`src/rtl/led_mode_controller_pkg.sv`:
```
// -----------------------------------------------------------------------------
// led_mode_controller_pkg
//   Shared definitions for the LED mode controller:
//   - o_Mode / FSM state encodings (TOGGLE, CHASE_RUN, CHASE_HOLD)
//   - helper that advances the one-hot chase pattern by one step
// -----------------------------------------------------------------------------
package led_mode_controller_pkg;

    // Mode encodings double as the FSM state values and the o_Mode output.
    localparam logic [1:0] MODE_TOGGLE     = 2'b00;
    localparam logic [1:0] MODE_CHASE_RUN  = 2'b01;
    localparam logic [1:0] MODE_CHASE_HOLD = 2'b10;

    // Rotate the one-hot LED pattern one position; LED_1 is bit 0.
    // Up moves towards LED_4 (0001 -> 0010), down moves towards LED_1.
    function automatic logic [3:0] chase_rotate(input logic [3:0] leds,
                                                input logic       dir_up);
        logic [3:0] result;
        if (dir_up) begin
            result = {leds[2:0], leds[3]};
        end else begin
            result = {leds[0], leds[3:1]};
        end
        return result;
    endfunction

endpackage

```
`src/rtl/led_mode_controller_debounce_filter.sv`:
```
// -----------------------------------------------------------------------------
// debounce_filter
//   Two-flop synchroniser followed by a consecutive-mismatch debounce counter.
//   A change on the synchronised input is accepted only after DEBOUNCE_LIMIT
//   consecutive cycles of disagreement with the current stable value.
//   A release (stable 1->0) produces a registered one-cycle pulse one clock
//   after the stable value changes.
// Ports
//   i_Clk      in  1  system clock
//   i_Reset    in  1  asynchronous, active-high reset
//   i_Raw      in  1  raw switch pin (asynchronous to i_Clk)
//   o_Stable   out 1  debounced switch state
//   o_Release  out 1  one-cycle pulse on debounced release
// -----------------------------------------------------------------------------
module debounce_filter #(
    parameter int DEBOUNCE_LIMIT = 250000
) (
    input  logic i_Clk,
    input  logic i_Reset,
    input  logic i_Raw,
    output logic o_Stable,
    output logic o_Release
);

    localparam int             CW       = $clog2(DEBOUNCE_LIMIT + 1);
    localparam logic [CW-1:0]  CNT_LAST = CW'(DEBOUNCE_LIMIT - 1);

    logic          sync1_q,       sync1_d;
    logic          sync2_q,       sync2_d;
    logic          stable_q,      stable_d;
    logic          stable_prev_q, stable_prev_d;
    logic          release_q,     release_d;
    logic [CW-1:0] cnt_q,         cnt_d;

    // Next-state logic for synchroniser, debounce counter and release pulse.
    always_comb begin
        sync1_d       = i_Raw;
        sync2_d       = sync1_q;
        stable_d      = stable_q;
        cnt_d         = cnt_q;
        if (sync2_q == stable_q) begin
            cnt_d = {CW{1'b0}};
        end else if (cnt_q == CNT_LAST) begin
            // Last mismatch cycle of the run: accept the new level.
            stable_d = sync2_q;
            cnt_d    = {CW{1'b0}};
        end else begin
            cnt_d = cnt_q + CW'(1);
        end
        // Pulse is taken from the registered stable value, adding one
        // clock so the event lands a full cycle after acceptance.
        stable_prev_d = stable_q;
        release_d     = stable_prev_q & ~stable_q;
    end

    // Filter state registers with asynchronous reset.
    always_ff @(posedge i_Clk or posedge i_Reset) begin
        if (i_Reset) begin
            sync1_q       <= 1'b0;
            sync2_q       <= 1'b0;
            stable_q      <= 1'b0;
            stable_prev_q <= 1'b0;
            release_q     <= 1'b0;
            cnt_q         <= {CW{1'b0}};
        end else begin
            sync1_q       <= sync1_d;
            sync2_q       <= sync2_d;
            stable_q      <= stable_d;
            stable_prev_q <= stable_prev_d;
            release_q     <= release_d;
            cnt_q         <= cnt_d;
        end
    end

    assign o_Stable  = stable_q;
    assign o_Release = release_q;

endmodule

```
`src/rtl/led_mode_controller.sv`:
```
// -----------------------------------------------------------------------------
// led_mode_controller
//   Drives the four user LEDs from the four user switches. Each switch is
//   debounced; a debounced release is one event. TOGGLE mode: release n
//   toggles LED n (n = 1..3). Release of switch 4 enters/leaves CHASE, where a
//   single lit LED rotates every CHASE_TICKS clocks; switch 1 pauses/resumes,
//   switch 2 reverses direction.
// Ports
//   i_Clk            in  1  system clock
//   i_Reset          in  1  asynchronous, active-high reset
//   i_Switch_1..4    in  1  raw switch pins, 1 = pressed
//   o_LED_1..4       out 1  LED drives, 1 = on, registered
//   o_Mode           out 2  00 TOGGLE, 01 CHASE_RUN, 10 CHASE_HOLD, registered
// -----------------------------------------------------------------------------
module led_mode_controller
    import led_mode_controller_pkg::*;
#(
    parameter int DEBOUNCE_LIMIT = 250000,
    parameter int CHASE_TICKS    = 2500000
) (
    input  logic       i_Clk,
    input  logic       i_Reset,
    input  logic       i_Switch_1,
    input  logic       i_Switch_2,
    input  logic       i_Switch_3,
    input  logic       i_Switch_4,
    output logic       o_LED_1,
    output logic       o_LED_2,
    output logic       o_LED_3,
    output logic       o_LED_4,
    output logic [1:0] o_Mode
);

    localparam int            TW        = $clog2(CHASE_TICKS);
    localparam logic [TW-1:0] TICK_LAST = TW'(CHASE_TICKS - 1);

    logic [3:0]    raw_s;
    logic [3:0]    rel_s;
    logic [3:0]    stable_unused_s;

    logic [1:0]    mode_q,   mode_d;
    logic [3:0]    led_q,    led_d;
    logic [TW-1:0] tick_q,   tick_d;
    logic          dir_up_q, dir_up_d;

    assign raw_s = {i_Switch_4, i_Switch_3, i_Switch_2, i_Switch_1};

    for (genvar g = 0; g < 4; g++) begin : g_filter
        debounce_filter #(
            .DEBOUNCE_LIMIT (DEBOUNCE_LIMIT)
        ) u_filter (
            .i_Clk     (i_Clk),
            .i_Reset   (i_Reset),
            .i_Raw     (raw_s[g]),
            .o_Stable  (stable_unused_s[g]),
            .o_Release (rel_s[g])
        );
    end

    // Mode FSM, chase tick counter, direction and LED pattern next-state.
    always_comb begin
        mode_d   = mode_q;
        led_d    = led_q;
        tick_d   = tick_q;
        dir_up_d = dir_up_q;
        case (mode_q)
            MODE_TOGGLE: begin
                if (rel_s[3]) begin
                    // Switch 4 wins; releases on 1..3 in the same cycle are dropped.
                    mode_d   = MODE_CHASE_RUN;
                    led_d    = 4'b0001;
                    tick_d   = {TW{1'b0}};
                    dir_up_d = 1'b1;
                end else begin
                    led_d  = {1'b0, led_q[2:0] ^ rel_s[2:0]};
                    tick_d = {TW{1'b0}};
                end
            end
            MODE_CHASE_RUN: begin
                if (rel_s[3]) begin
                    mode_d   = MODE_TOGGLE;
                    led_d    = 4'b0000;
                    tick_d   = {TW{1'b0}};
                    dir_up_d = 1'b1;
                end else begin
                    // The step uses the current direction; a reversal in the
                    // same cycle only affects the following step.
                    if (tick_q == TICK_LAST) begin
                        tick_d = {TW{1'b0}};
                        led_d  = chase_rotate(led_q, dir_up_q);
                    end else begin
                        tick_d = tick_q + TW'(1);
                    end
                    if (rel_s[1]) begin
                        dir_up_d = ~dir_up_q;
                    end else begin
                        dir_up_d = dir_up_q;
                    end
                    if (rel_s[0]) begin
                        mode_d = MODE_CHASE_HOLD;
                    end else begin
                        mode_d = MODE_CHASE_RUN;
                    end
                end
            end
            MODE_CHASE_HOLD: begin
                if (rel_s[3]) begin
                    mode_d   = MODE_TOGGLE;
                    led_d    = 4'b0000;
                    tick_d   = {TW{1'b0}};
                    dir_up_d = 1'b1;
                end else begin
                    // Pattern and tick count stay frozen until resumed.
                    if (rel_s[1]) begin
                        dir_up_d = ~dir_up_q;
                    end else begin
                        dir_up_d = dir_up_q;
                    end
                    if (rel_s[0]) begin
                        mode_d = MODE_CHASE_RUN;
                    end else begin
                        mode_d = MODE_CHASE_HOLD;
                    end
                end
            end
            default: begin
                // Unused encoding: recover to a clean TOGGLE state.
                mode_d   = MODE_TOGGLE;
                led_d    = 4'b0000;
                tick_d   = {TW{1'b0}};
                dir_up_d = 1'b1;
            end
        endcase
    end

    // Controller state registers with asynchronous reset.
    always_ff @(posedge i_Clk or posedge i_Reset) begin
        if (i_Reset) begin
            mode_q   <= MODE_TOGGLE;
            led_q    <= 4'b0000;
            tick_q   <= {TW{1'b0}};
            dir_up_q <= 1'b1;
        end else begin
            mode_q   <= mode_d;
            led_q    <= led_d;
            tick_q   <= tick_d;
            dir_up_q <= dir_up_d;
        end
    end

    assign o_LED_1 = led_q[0];
    assign o_LED_2 = led_q[1];
    assign o_LED_3 = led_q[2];
    assign o_LED_4 = led_q[3];
    assign o_Mode  = mode_q;

endmodule

```
`config.mk`:
```
export PLATFORM = sky130hd
export DESIGN_NAME = led_mode_controller
export DESIGN_NICKNAME = d
export VERILOG_FILES = /design/src/rtl/led_mode_controller_pkg.sv /design/src/rtl/led_mode_controller_debounce_filter.sv /design/src/rtl/led_mode_controller.sv
export SDC_FILE = /design/constraint.sdc
export NUM_CORES = 1
export LEC_CHECK = 0
export BUFFER_PORTS_ARGS = -buffer_cell sky130_fd_sc_hd__buf_2
export CORE_ASPECT_RATIO = 1.25
export CORE_MARGIN = 2
export CORE_UTILIZATION = 45
export CTS_CLUSTER_SIZE = 12
export DETAILED_ROUTE_END_ITERATION = 10
export PLACE_DENSITY_LB_ADDON = 0.12
export SETUP_SLACK_MARGIN = 0.15
export SYNTH_ARGS = -nofsm -noshare
export SYNTH_HDL_FRONTEND = slang
export SYNTH_SLANG_ARGS = --single-unit
```
`constraint.sdc`:
```
create_clock -name i_Clk -period 4.9 [get_ports i_Clk]
set_input_delay 0.49 -clock i_Clk [delete_from_list [all_inputs] [get_ports i_Clk]]
set_output_delay 0.49 -clock i_Clk [all_outputs]
set_load 0.005 [all_outputs]
```
======== After elaboration in Yosys (flattened, before gate mapping) ========
Cells that the tools add are included.
operators by class
  add/subtract/negate cells ............... 5
  eq/ne operators ......................... 15
  muxes and demuxes ....................... 28
  bitwise logic cells ..................... 14
  reduce and logical (&&, ||, !) cells .... 8
operator list
  cell                   number
  $mux 18                8
  $add 18x1->18 const B  4
  $eq 18x18->1 const B   4
  $mux 22                3
  $pmux 22 s2            1
  $add 22x1->22 const B  1
  $eq 22x22->1 const B   1
  $mux 4                 4
  $pmux 4 s3             1
  $reduce_and 2->1       6
  $mux 2                 5
  $not 1->1              9
  $pmux 2 s3             1
  $and 1x1->1            4
  $eq 1x1->1             4
  $ne 2x1->1 const B     2
  $mux 1                 3
  $mux 3                 1
  $ne 3x1->1 const B     1
  $ne 3x2->1 const B     1
  $xor 3x3->3            1
  $eq 2x1->1 const B     1
  $eq 2x2->1 const B     1
  $logic_not 2->1        1
  other kinds (2)        2
storage, ports and cells
  flip-flop bits (word level) ............. 121
  input port bits ......................... 6
  output and inout bits ................... 6
  word-level logic and storage cells ...... 98

======== Logic depth before layout (Yosys ltp) ========
Gate-level depths: netlist (run 1).
  depth in word-level cells ............... 4
  gate-level depth with buffers ........... 8
  depth with buffers taken out ............ 7

======== Modules after synthesis ========
A second synthesis (run 1) with hierarchy kept.
unflattened totals
  cell total of the unflattened synthesis .. 627
  area total of the unflattened synthesis .. 6221.0 um^2
by module, submodules not included
  module               instances  cells an instance  area an instance (um^2)  sequential area each (um^2)
  debounce_filter      4          107                1112.3                   575.6
  led_mode_controller  1          199                1771.7                   726.9

======== Worst setup path before layout (run 1) ========
Ideal clock, no wire load.
  kind .................................... register to register
  from .................................... register mode_q[0] (netlist: o_Mode[0])
  to ...................................... register tick_q[18]
  library setup time ...................... 0.119 ns
  arrival time ............................ 1.686 ns
  data required time ...................... 4.781 ns
  path slack .............................. 3.095 ns
  cell stages (with the launch flop) ...... 8
  buffers on the path ..................... 0
  clock period less this slack ............ 1.805 ns
  cells stage by stage .................... dfrtp_1 inv_1 ha_1 nor2b_1 nor4b_2 nand4_1 xor2_1 nor2_2
between the ends
  cells in the longest elaborated chain, start to end .. 2
  elaborated cells on any way between the ends .. 4
  those cells by class .................... eq/ne (3); mux (1)
ends and longest elaborated chain
  item                                              RTL line                    source
  start, declared                                   led_mode_controller.sv:41   logic [1:0] mode_q, mode_d;
  start signal, assigned                            led_mode_controller.sv:144  mode_q <= mode_d;
  $eq 2x2->1 / $eq 2x1->1 (equally long branches)   led_mode_controller.sv:66   case (mode_q)
  $pmux 22 s2 / $ne 2x1->1 (equally long branches)  --
  end signal, assigned                              led_mode_controller.sv:141  tick_q <= {TW{1'b0}};
  end signal, assigned                              led_mode_controller.sv:146  tick_q <= tick_d;
  end, declared                                     led_mode_controller.sv:43   logic [TW-1:0] tick_q, tick_d;
Parallel ways exist; a longest one is shown, timed or not.
A chain may end at the register's enable or synchronous reset.

======== Final worst setup path (run 1) ========
  from .................................... register mode_q[0] (netlist: o_Mode[0])
  to ...................................... register tick_q[12]
The elaborated chain is that of the path after synthesis.

==> impl_metrics.ini, run 1 <==
[final_layout]
diodes = 0
instances_no_fill = 776
multi_input_area_mm2 = 0.00270
syn2layout_area_growth_pct = 13.4
num-fill-cells = 1133
finalNetCount = 611
final_cell_mix = dfrtp_1 (120), nor2_1 (102), xor2_1 (51), nand2_1 (38), nand3_1 (37)
regArea_mm2 = 0.00303
final_common_cell = dfrtp_1
final_area_mm2 = 0.00667
drive_gt1_share_pct = 13.2

[setup_path]
path_cells = inv_1 -> ha_1 -> nor2b_1 -> nor4b_2 -> nand4_1 -> xor2_1 -> nor2_2
crit_path_start_kind = flip-flop
cp_data_required_time_ns = 5.19
critPathMaxFanout = 16
crit_arrival_ns = 2.59
timing.rr.start = o_Mode[0]
crit_path_start = o_Mode[0]
ff2ff_path_depth = 7
crit_slowest_cell = nor4b_2
crit_path_end_kind = flip-flop
max_stage_delay_ns = 0.60
crit_type = reg -> reg

[cts]
clockBufferDepth = 2
clk_latency_ns = 0.41
cts_num_sinks = 121
cts_made_buffers = 17
post_cts_resized = 0
root_buffer = clkbuf_16
path_clk_slew_ns = 0.06
cts-htree-levels = 4
post_cts_buffers = 0
cts_tree = done
cts_hold_buf = 0

[global_route]
antenna_found_initial = 0
grt_pass1_vias = 4057
grt-ovfl-total = 0
grt_pass1_wl_mm = 19.1
grt_max_degree = 90
track_usage_pct = 16.8

[drt]
vias_per_cell = 5.18
ant_nets = 0
wl_per_cell_um = 13.9
drt_wl_total_mm = 10.8
first_pass_iters = 4
drt_iter0_markers = 113
drcViolationCount = 0
vias = 4017

[synthesis]
ys_top_cells_by_area = dfrtp_1 (51%), xor2_1 (7.6%), nor2_1 (6.5%)
muxShareOfSynthArea_pct = 1.98
synth_xor_area_share_pct = 12.2
synth_top_family_by_area = simple AND/OR/NAND/NOR gates
synth_fp_nets = 593
ys.flop_type = dfrtp_1
async_reset_ff_share_pct = 100
synth_simple_gate_area_share_pct = 26.1
synth.yosys.seq_area_share_pct = 51.5
syn_area_per_cell_um2 = 10.2
synth_top_area_share_pct = 51.1
syn-cell-area_mm2 = 0.00588
synth_edf_count = 0
synthAdderAreaFrac_pct = 2.13
yosysTopAreaCell = dfrtp_1
synth_cell_type_count = 53
synth-warning-count = 0
synthCells = 577
synth_compound_area_share_pct = 3.51
synth_seq_cells = 121

[outcome]
status = finished, final reports clean

[timing]
finalCritPeriodShare_pct = 47.0
rsz0062_at_grt = false
setup_viol = 0
hold_violations = 0
slew_viol_final = 0
period_needed_ns = 2.30
worst_slew_pin_slew_ns = 1.08
setup_ws_ns = 2.60
setup_tns_ns = 0
fin_skew_ns = 0.0137
slew_headroom_pct = 28.0
fmax_mhz = 435

[die]
rows = 46
die_x_um = 106
die_area_mm2 = 0.0140
io_pins = 12
core_area_mm2 = 0.0127
initial_core_util_pct = 46.2
die_h_um = 132

[worst_hold_path]
hold_path_class = in -> reg
hold_depth = 1
hp-start = i_Switch_4

[place]
hpwl_mm = 7.16
pre_cts_ws_ns = 2.64
port_buffers = 11
place_area_mm2 = 0.00606
dp.cells = 744
gp_congestion = 0.826

[power]
cellPowerDensity_mw_per_mm2 = 349
power_leakage_uw = 0.00285
vdd_drop_max_mv = 0.250

[run]
max_cap_violations = 0
synthesized netlist by cell type (all sizes together), types with 6 or more instances:
library cell	instances
nor2b	9
nand3	37
a21oi	8
dfrtp	120
buf	10
and3	6
nor4	11
nand4	26
ha	10
mux2i	6
nor2	112
xnor2	31
nand2b	8
xor2	51
nor3	10
inv	15
nand2	41
o21ai	10
cells by family (layout without fill, tap and decap cells):
| logic type | count (synthesis) | count (layout) |
|---|---|---|
| AOI/OAI and AO/OA | 31 | 31 |
| xor gates and xnor gates | 82 | 82 |
| adders and majority gates | 10 | 10 |
| buffers and inverters | 28 | 59 |
| DFF | 121 | 121 |
| muxes | 11 | 11 |
| and+or+nand+nor | 294 | 294 |
registers in the layout (all words and copies together), names as in the netlist:
register                         cells
g_filter.u_filter.o_Release          4
led_q                                4
tick_q                              22
g_filter.u_filter.sync2_q            4
g_filter.u_filter.sync1_q            4
dir_up_q                             1
o_Mode                               2
g_filter.u_filter.cnt_q             72
g_filter.u_filter.o_Stable           4
g_filter.u_filter.stable_prev_q      4
power by group:
group          internal, uW  leakage (uW)  switching [uW]  total (uW)
sequential             1010       0.00166            8.89        1020
clock                   799      0.000281             460        1260
combinational          10.5      0.000907            34.7        45.2
stage by stage:
stage                     utilization [%]  hold slack (ns)  power (uW)
after floorplan                         -            0.331        1070
after global placement               47.7            0.337        1080
after detailed placement             47.7            0.340        1090
after CTS                            52.4            0.163        2360
after global routing                 52.4            0.171        2420
final                                52.4            0.190        2320
cell type report:
class	instances	area share, %
well taps	168	3.15
flip-flops and latches	121	45.4
repair buffers	12	0.938
multi-input cells	428	40.5
inverters	15	0.882
clock inverters	15	2.67
clock buffers	17	6.38
worst paths after layout:
check                                                     end  slack [ns]
worst max-delay path                               tick_q[12]        2.60
worst min-delay path             g_filter[3].u_filter.sync1_q        0.19
max in group asynchronous                            dir_up_q        3.49
worst max register to register                     tick_q[12]        2.60
worst min register to register   g_filter[1].u_filter.sync2_q        0.35
min in group asynchronous       g_filter[0].u_filter.cnt_q[2]        0.35
worst max-delay path, delay by kind of cell, from the launching register on:
kind	cells	cell delay (ns)
and+or+nand+nor	4	1.13
xor gates and xnor gates	1	0.20
adders and majority gates	1	0.38
DFF	1	0.40
buffers and inverters	1	0.09
metal layers:
layer,wire (um),global-route usage (%),vias up
li1,-,-,1999
met1,5140,21.8,1969
met2,5330,26.8,43
met3,231,4.55,6
met4,113,6.51,0
met5,0,0,-
(Power assumes the default switching activity.)
==> inputs of run 2 (changes only) <==
==> constraint.sdc (replaced) <==
create_clock -name i_Clk -period 1.9 [get_ports i_Clk]
set_input_delay 0.19 -clock i_Clk [delete_from_list [all_inputs] [get_ports i_Clk]]
set_output_delay 0.19 -clock i_Clk [all_outputs]
set_load 0.005 [all_outputs]
==> run 2 against run 1 <==
Net effect: non-clock buffer count grew 47; sequential cell count did not move; worst setup slack got worse by 2.4 ns; register-to-register slack worse by 2.4 ns; clock skew is 0.0076 ns lower; critical path depth did not move; first-iteration DRC count up 47%; final area up 10%; sequential power rose to 2.6 times the previous value; fmax grew 32%; critical path type unchanged; critical endpoint is now tick_q[19]; largest cell class unchanged.
==> impl_metrics.ini, run 2 (synthesis results as in run 1) <==
[die]
die_h_um = 132
io_pins = 12
rows = 46
core_area_mm2 = 0.0127
die_area_mm2 = 0.0140
initial_core_util_pct = 46.2
die_x_um = 106

[timing]
hold_violations = 0
slew_viol_final = 0
fmax_mhz = 572
rsz0062_at_grt = true
setup_tns_ns = 0
slew_headroom_pct = 69.5
finalCritPeriodShare_pct = 92.1
worst_slew_pin_slew_ns = 0.456
setup_viol = 0
period_needed_ns = 1.75
fin_skew_ns = 0.00609
setup_ws_ns = 0.150

[worst_hold_path]
hold_path_class = in -> async

[cts]
path_clk_slew_ns = 0.06
cts_tree = done
cts_num_sinks = 121
clockBufferDepth = 2
root_buffer = clkbuf_16
cts_made_buffers = 17
clk_latency_ns = 0.41
cts-htree-levels = 4

[global_route]
grt_pass1_vias = 4209
grt-ovfl-total = 0
grt_max_degree = 59
track_usage_pct = 17.3
grt_pass1_wl_mm = 19.4
antenna_found_initial = 0

[place]
port_buffers = 11
pre_cts_ws_ns = 0.0681
gp_congestion = 0.842
dp.cells = 764
hpwl_mm = 7.38

[drt]
vias_per_cell = 5.12
route.met3.wl_um = 320
m1WireLength_mm = 5.28
vias = 4210
ant_nets = 0
wl_per_cell_um = 13.9
top_layer_used = met4
drt_wl_total_mm = 11.4
first_pass_iters = 4
drcViolationCount = 0
met2_wirelength_mm = 5.60
drt_iter0_markers = 166

[power]
power.share.clock_pct = 53.5
cellPowerDensity_mw_per_mm2 = 814
vdd_drop_max_mv = 0.634
combPwrFrac_pct = 2.5
p_sw_uw = 1250
power_leakage_uw = 0.00318
internal_power_uw = 4740
seqPwrFrac_pct = 44.0
switching_share_pct = 20.8

[final_layout]
final_cell_mix = dfrtp_1 (119), nor2_1 (99), xor2_1 (47), nand2_1 (37), nand3_1 (35)
drive_gt1_share_pct = 23.1
largest_register_ffs = 72
finalNetCount = 658
final_common_cell = dfrtp_1
largest_register = g_filter.u_filter.cnt_q
reg_top3 = g_filter.u_filter.cnt_q x72, tick_q x22
instances_no_fill = 822
syn2layout_area_growth_pct = 25.0
diodes = 0

[run]
max_cap_violations = 0

[setup_path]
crit_type = reg -> reg
critPathMaxFanout = 7
cp_data_required_time_ns = 2.20
crit_path_end_kind = flip-flop
reg2reg_slack_ns = 0.15
path_cells = ha_2 -> nand2_4 -> or3_4 -> o21ai_4 -> and2_4 -> buf_12 -> nor2_1
crit_arrival_ns = 2.05
max_stage_delay_ns = 0.43
crit_slowest_cell = or3_4
crit_path_start_kind = flip-flop

[outcome]
status = finished, final reports clean
run 2: power by group through the flow:
stage | sequential (uW) | combinational [uW] | clock [uW]
after floorplan | 2670 | 94.2 | 0
after global placement | 2680 | 141 | 0
after detailed placement | 2680 | 144 | 0
after CTS | 2630 | 153 | 3280
after global routing | 2640 | 177 | 3410
final | 2630 | 150 | 3200
run 2: metal layers:
| metal | up-vias | GRT usage, % |
|---|---|---|
| met5 | - | 0 |
| met4 | 0 | 6.80 |
| met3 | 16 | 4.89 |
| met2 | 46 | 27.6 |
| met1 | 2063 | 22.2 |
| li1 | 2085 | - |
run 2: per-stage QoR:
step | area, um2 | hold slack [ns] | power, uW | utilization [%]
6_report | 7350 | 0.324 | 5980 | 57.8
5_1_grt | 7350 | 0.352 | 6220 | 57.8
3_5_place_dp | 6280 | 0.213 | 2820 | 49.3
2_1_floorplan | 5900 | 0.221 | 2770 | -
3_3_place_gp | 6280 | 0.217 | 2820 | 49.3
4_1_cts | 7040 | 0.322 | 6070 | 55.3
run 2: final cells by class:
cell class                 count  area [um2]
inverter                      15        60.1
fill                        1094        5370
clock inverter                13         154
multi-input combinational    428        2940
sequential                   121        3030
tap                          168         210
clock buffer                  18         439
timing repair buffer          59         522
run 2: repair_timing:
action | in CTS | in global routing
pin swaps | 7 | 22
hold endpoints to repair | 18 | 0
endpoints found under the setup margin | 38 | 60
buffers inserted | 11 | 11
resized for setup | 6 | 45
hold buffers | 5 | 0
run 2: worst paths after layout:
kind | from | endpoint | cells after the start
max in group asynchronous | i_Reset | g_filter[0].u_filter.cnt_q[9] | 4
worst max register to register | tick_q[0] | tick_q[19] | 7
worst min register to register | g_filter[1].u_filter.sync1_q | g_filter[1].u_filter.sync2_q | 0
min in group i_Clk | g_filter[1].u_filter.sync1_q | g_filter[1].u_filter.sync2_q | 0
worst max-delay path | tick_q[0] | tick_q[19] | 7
worst min-delay path | i_Reset | tick_q[7] | 3
run 2: worst max-delay path: cells and delay by family, from the launching register on:
kind | cells | cell delay, ns
simple gates | 4 | 0.76
flops | 1 | 0.36
fa+ha+maj | 1 | 0.21
compound gates | 1 | 0.17
buf+inv | 1 | 0.14
